**src/rtl/axilite_apb_pkg.sv**
```systemverilog
// Shared types and constants for the AXI-Lite <-> APB bridge family.
// Holds the bridge FSM state encoding and the AXI response codes.
package axilite_apb_pkg;

   localparam int DEFAULT_AW = 32;
   localparam int DEFAULT_DW = 32;

   localparam logic [1:0] RESP_OKAY   = 2'b00;
   localparam logic [1:0] RESP_EXOKAY = 2'b01;
   localparam logic [1:0] RESP_SLVERR = 2'b10;
   localparam logic [1:0] RESP_DECERR = 2'b11;

   typedef enum logic [2:0] {
      IDLE,
      WR_REQ,
      WR_RSP,
      RD_REQ,
      RD_RSP,
      DONE
   } state_t;

   // SLVERR and DECERR are both reported to APB as a slave error.
   function automatic logic resp_is_err(input logic [1:0] resp);
      return (resp == RESP_SLVERR) || (resp == RESP_DECERR);
   endfunction

endpackage

```
**src/rtl/apb_to_axilite.sv**
```systemverilog
// APB slave to AXI4-Lite master bridge: each APB transfer is replayed as one
// AXI-Lite transaction, holding PREADY low until the AXI response returns.
module apb_to_axilite
   import axilite_apb_pkg::*;
#(
   parameter int AW = DEFAULT_AW,
   parameter int DW = DEFAULT_DW
) (
   input  logic            axi_clk,
   input  logic            sys_areset,

   input  logic [AW-1:0]   s_apb_paddr,
   input  logic            s_apb_psel,
   input  logic            s_apb_penable,
   input  logic            s_apb_pwrite,
   input  logic [DW-1:0]   s_apb_pwdata,
   input  logic [DW/8-1:0] s_apb_pstrb,
   input  logic [2:0]      s_apb_pprot,
   output logic            s_apb_pready,
   output logic [DW-1:0]   s_apb_prdata,
   output logic            s_apb_pslverr,

   output logic [AW-1:0]   m_axi_awaddr,
   output logic [2:0]      m_axi_awprot,
   output logic            m_axi_awvalid,
   input  logic            m_axi_awready,

   output logic [DW-1:0]   m_axi_wdata,
   output logic [DW/8-1:0] m_axi_wstrb,
   output logic            m_axi_wvalid,
   input  logic            m_axi_wready,

   input  logic [1:0]      m_axi_bresp,
   input  logic            m_axi_bvalid,
   output logic            m_axi_bready,

   output logic [AW-1:0]   m_axi_araddr,
   output logic [2:0]      m_axi_arprot,
   output logic            m_axi_arvalid,
   input  logic            m_axi_arready,

   input  logic [DW-1:0]   m_axi_rdata,
   input  logic [1:0]      m_axi_rresp,
   input  logic            m_axi_rvalid,
   output logic            m_axi_rready
);

   localparam int SW = DW / 8;

   state_t          state, state_nxt;
   logic            awvalid_q, awvalid_nxt;
   logic            wvalid_q, wvalid_nxt;
   logic            bready_q, bready_nxt;
   logic            arvalid_q, arvalid_nxt;
   logic            rready_q, rready_nxt;
   logic            pready_q, pready_nxt;
   logic            capture;
   logic            b_take;
   logic            r_take;

   logic [AW-1:0]   addr_q;
   logic [DW-1:0]   wdata_q;
   logic [SW-1:0]   strb_q;
   logic [2:0]      prot_q;
   logic [DW-1:0]   prdata_q;
   logic            pslverr_q;

   // All handshake outputs are next-state decoded here and registered below,
   // so no output has a combinational path from an input.
   always_comb begin
      state_nxt   = state;
      awvalid_nxt = 1'b0;
      wvalid_nxt  = 1'b0;
      bready_nxt  = 1'b0;
      arvalid_nxt = 1'b0;
      rready_nxt  = 1'b0;
      pready_nxt  = 1'b0;
      capture     = 1'b0;
      b_take      = 1'b0;
      r_take      = 1'b0;
      case (state)
         IDLE: begin
            if (s_apb_psel && !s_apb_penable) begin
               capture = 1'b1;
               if (s_apb_pwrite) begin
                  state_nxt   = WR_REQ;
                  awvalid_nxt = 1'b1;
                  wvalid_nxt  = 1'b1;
               end else begin
                  state_nxt   = RD_REQ;
                  arvalid_nxt = 1'b1;
               end
            end
         end
         WR_REQ: begin
            // AW and W retire independently; a retired channel never re-asserts.
            awvalid_nxt = awvalid_q && !m_axi_awready;
            wvalid_nxt  = wvalid_q && !m_axi_wready;
            if (!awvalid_nxt && !wvalid_nxt) begin
               state_nxt  = WR_RSP;
               bready_nxt = 1'b1;
            end
         end
         WR_RSP: begin
            if (m_axi_bvalid) begin
               b_take     = 1'b1;
               state_nxt  = DONE;
               pready_nxt = 1'b1;
            end else begin
               bready_nxt = 1'b1;
            end
         end
         RD_REQ: begin
            if (m_axi_arready) begin
               state_nxt  = RD_RSP;
               rready_nxt = 1'b1;
            end else begin
               arvalid_nxt = 1'b1;
            end
         end
         RD_RSP: begin
            if (m_axi_rvalid) begin
               r_take     = 1'b1;
               state_nxt  = DONE;
               pready_nxt = 1'b1;
            end else begin
               rready_nxt = 1'b1;
            end
         end
         DONE:    state_nxt = IDLE;
         default: state_nxt = IDLE;
      endcase
   end

   always_ff @(posedge axi_clk or posedge sys_areset) begin
      if (sys_areset) begin
         state     <= IDLE;
         awvalid_q <= 1'b0;
         wvalid_q  <= 1'b0;
         bready_q  <= 1'b0;
         arvalid_q <= 1'b0;
         rready_q  <= 1'b0;
         pready_q  <= 1'b0;
      end else begin
         state     <= state_nxt;
         awvalid_q <= awvalid_nxt;
         wvalid_q  <= wvalid_nxt;
         bready_q  <= bready_nxt;
         arvalid_q <= arvalid_nxt;
         rready_q  <= rready_nxt;
         pready_q  <= pready_nxt;
      end
   end

   // Setup-phase capture and AXI response capture.
   always_ff @(posedge axi_clk or posedge sys_areset) begin
      if (sys_areset) begin
         addr_q    <= '0;
         wdata_q   <= '0;
         strb_q    <= '0;
         prot_q    <= '0;
         prdata_q  <= '0;
         pslverr_q <= 1'b0;
      end else begin
         if (capture) begin
            addr_q  <= s_apb_paddr;
            wdata_q <= s_apb_pwdata;
            strb_q  <= s_apb_pstrb;
            prot_q  <= s_apb_pprot;
         end
         if (b_take) begin
            pslverr_q <= resp_is_err(m_axi_bresp);
         end
         if (r_take) begin
            prdata_q  <= m_axi_rdata;
            pslverr_q <= resp_is_err(m_axi_rresp);
         end
      end
   end

   assign m_axi_awaddr  = addr_q;
   assign m_axi_awprot  = prot_q;
   assign m_axi_awvalid = awvalid_q;
   assign m_axi_wdata   = wdata_q;
   assign m_axi_wstrb   = strb_q;
   assign m_axi_wvalid  = wvalid_q;
   assign m_axi_bready  = bready_q;
   assign m_axi_araddr  = addr_q;
   assign m_axi_arprot  = prot_q;
   assign m_axi_arvalid = arvalid_q;
   assign m_axi_rready  = rready_q;

   assign s_apb_pready  = pready_q;
   assign s_apb_prdata  = prdata_q;
   assign s_apb_pslverr = pslverr_q;

endmodule

```
**config.mk**
```make
export PLATFORM = sky130hd
export DESIGN_NAME = apb_to_axilite
export DESIGN_NICKNAME = d
export VERILOG_FILES = /design/src/rtl/axilite_apb_pkg.sv /design/src/rtl/apb_to_axilite.sv
export SDC_FILE = /design/constraint.sdc
export NUM_CORES = 1
export LEC_CHECK = 0
export CAP_MARGIN = 0
export CORE_MARGIN = 1.5
export CORE_UTILIZATION = 42
export CTS_CLUSTER_DIAMETER = 100
export DETAILED_ROUTE_END_ITERATION = 16
export GPL_TIMING_DRIVEN = 0
export PLACE_DENSITY = 0.87
export SYNTH_ARGS = -nofsm -noshare
export SYNTH_HDL_FRONTEND = slang
export SYNTH_SLANG_ARGS = --single-unit
```
**constraint.sdc**
```tcl
create_clock -name axi_clk -period 6 [get_ports axi_clk]
set_input_delay 0.6 -clock axi_clk [delete_from_list [all_inputs] [get_ports axi_clk]]
set_output_delay 0.6 -clock axi_clk [all_outputs]
set_load 0.02 [all_outputs]
```
==> impl_metrics.json <==
{
  "drtIter0Drc": 123,
  "synth_seq_area_share_pct": 60.70,
  "p_leak_nw": 3.398,
  "swShare_pct": 34.08,
  "synthCells": 305,
  "p_per_area_nw_per_um2": 606.3,
  "timing.hold.ws_ns": 0.4824,
  "start_util_pct": 42.97,
  "portBuffers": 259,
  "power.total_mw": 4.891,
  "synth-main-ff-cell": "dfrtp_1",
  "power.share.clock_pct": 21.3,
  "power_frac_comb_pct": 50.7,
  "cts_buffers": 17,
  "io_pins": 262,
  "viasPerCell": 4.754,
  "cts_sinks": 113,
  "tightestPinTransition_ns": 1.017,
  "synth_edf_count": 0,
  "yosysMostFrequentCell": "dfrtp_1",
  "fp.dieW_um": 108.3,
  "clkTransAtPathRegs_ns": 0.05,
  "antenna_found_initial": 0,
  "synthTopCellsByArea": "dfrtp_1 (61%), mux2_2 (24%), buf_4 (6.1%)",
  "drive_gt1_share_pct": 30.20,
  "root_buffer": "clkbuf_8",
  "post-synth-top-area-cell": "dfrtp_1",
  "hold_violations": 0,
  "clock_skew_ns": 0.009839,
  "grt_max_degree": 65,
  "grt_pass1_vias": 3724,
  "internal_power_mw": 3.224,
  "dieArea_um2": 11730,
  "grt_pass1_wl_um": 18860,
  "dieHeight_um": 108.3,
  "hpwl_um": 9156,
  "synthTopCellsByCount": "dfrtp_1 (113), mux2_2 (99), buf_4 (38)",
  "required_ns": 6.37,
  "netlist_area_um2": 4658,
  "setup_ws_ns": 3.728,
  "ys_ff_latch": 113,
  "clock_latency_ns": 0.50,
  "final_util_pct": 74.42,
  "cp-start-kind": "input pin",
  "seqPwrFrac_pct": 28.0,
  "hold_path_class": "flop to flop",
  "post-route-min-period_ns": 2.272,
  "endpoint_kind": "flop",
  "criticalPathCategory": "input pin to flop",
  "rsz0062_at_grt": "false",
  "layout.nets": 701,
  "vdd_drop_max_v": 0.0003441,
  "timing.slew.headroom_pct": 31.69,
  "grt.total_usage_pct": 21.40,
  "antenna_cells": 0,
  "yosysWarnings": 0,
  "place.gp.congestion": 0.7993,
  "cts-hold-fix-buffers": 0,
  "cp.arrival_ns": 2.64,
  "synthDistinctLibCells": 31,
  "dp_worst_setup_slack_ns": 3.260,
  "max-cap-violations": 0,
  "tritoncts": "built",
  "cts_resized": 0,
  "setup_viol": 0,
  "coreArea_um2": 10840,
  "path_max_fanout": 10,
  "syn-num-nets": 422,
  "status": "completed",
  "cts_max_path_buffers": 2,
  "drcViolationCount": 0,
  "async_reset_ff_share_pct": 100.0,
  "post_drt_wl_per_cell_um": 16.85,
  "grt_remaining_overflow": 0,
  "power_switching_mw": 1.667,
  "cts_setup_buffers": 0,
  "slew_violations": 0,
  "post-route-period-util_pct": 37.86,
  "routed-via-count": 3499,
  "max_freq_mhz": 440.2,
  "area_growth_pct": 73.19,
  "setup_tns_ns": 0,
  "synth.top_cell.area_share_pct": 60.70,
  "drtAntennaViolNets": 0,
  "synth_area_per_cell_um2": 15.27,
  "first_pass_iters": 4,
  "cts-htree-levels": 4,
  "num_rows": 38,
  "wl_um": 12400
}
[final cells by class]
class	count	area (µm²)
Tap cell	140	175.2
Clock inverter	12	190.2
Clock buffer	19	421.7
Inverter	2	10.01
Timing Repair Buffer	260	2620
Multi-Input combinational cell	140	1436
Sequential cell	113	2828
Fill cell	672	2773
Buffer	50	386.6
[critical path, stage by stage]
cell and delay [ns]:
clkdlybuf4s50_1 0.41, nand2b_1 0.22, nor4_4 0.79, buf_6 0.26
mux2_2 0.36
[through the flow]
stage                     cells  cell area (µm²)
after floorplan             305             4658
after global placement      704             7426
after detailed placement    705             7456
after CTS                   736             8068
after global routing        736             8068
final                       736             8068
[power groups by stage]
stage / registers, mW / clock network, mW / logic, mW
final: 1.37 / 1.04 / 2.48
after global routing: 1.42 / 1.10 / 2.61
after CTS: 1.37 / 1.06 / 2.50
after detailed placement: 1.38 / 0 / 2.49
after global placement: 1.36 / 0 / 2.44
after floorplan: 1.81 / 0 / 0.847
[final timing paths]
path	from	to	slack, ns	cells past startpoint
setup / recovery	s_apb_penable	m_axi_araddr[1]	3.73	5
hold / removal	m_axi_wdata[1]	m_axi_wdata[1]	0.48	1
setup reg to reg	state[0]	m_axi_araddr[1]	3.88	4
hold reg to reg	m_axi_wdata[1]	m_axi_wdata[1]	0.48	1
max in group asynchronous	sys_areset	m_axi_araddr[0]	4.72	3
min in group asynchronous	sys_areset	s_apb_prdata[16]	0.56	2
[metal layers]
| layer | routed length [µm] | up-vias | GRT usage (%) |
|---|---|---|---|
| met2 | 6799 | 153 | 39.69 |
| met5 | 0 | - | 0 |
| li1 | - | 1600 | - |
| met4 | 257 | 0 | 8.835 |
| met3 | 851 | 21 | 6.028 |
| met1 | 4496 | 1725 | 22.65 |
[cell families after synthesis]
logic type             Yosys count  share of synthesized area [%]
AOI/OAI and AO/OA               13                          2.176
buffers and inverters           52                          8.461
DFF                            113                          60.70
muxes                          105                          25.38
and+or+nand+nor                 22                          3.277
[cells in the final DEF, fill, tap and decap left out, drive strengths merged]
cell,count
clkdlybuf4s50,259
dfrtp,113
mux2,105
buf,50
clkbuf,20
bufinv,5
clkinv,5
nand2b,4
nor2b,4
nand3b,3
nor2,3
a21oi,2
a32o,2
nand2,2
clkinvlp,2
inv,2
nor4bb,1
nor4,1
or4,1
o21ai,1
nand4b,1
nand3,1
o41ai,1
o21a,1
o2bb2ai,1
nor4b,1
a31o,1
a21o,1
a22o,1
o211ai,1
o311ai,1
[sequential cells by signal (all words and copies together), names as in the netlist, 3 cells and up]
register / cells
m_axi_araddr: 32
m_axi_wdata: 32
s_apb_prdata: 32
m_axi_wstrb: 4
m_axi_arprot: 3
state: 3
No activity file was read; power rests on OpenSTA's default activity.
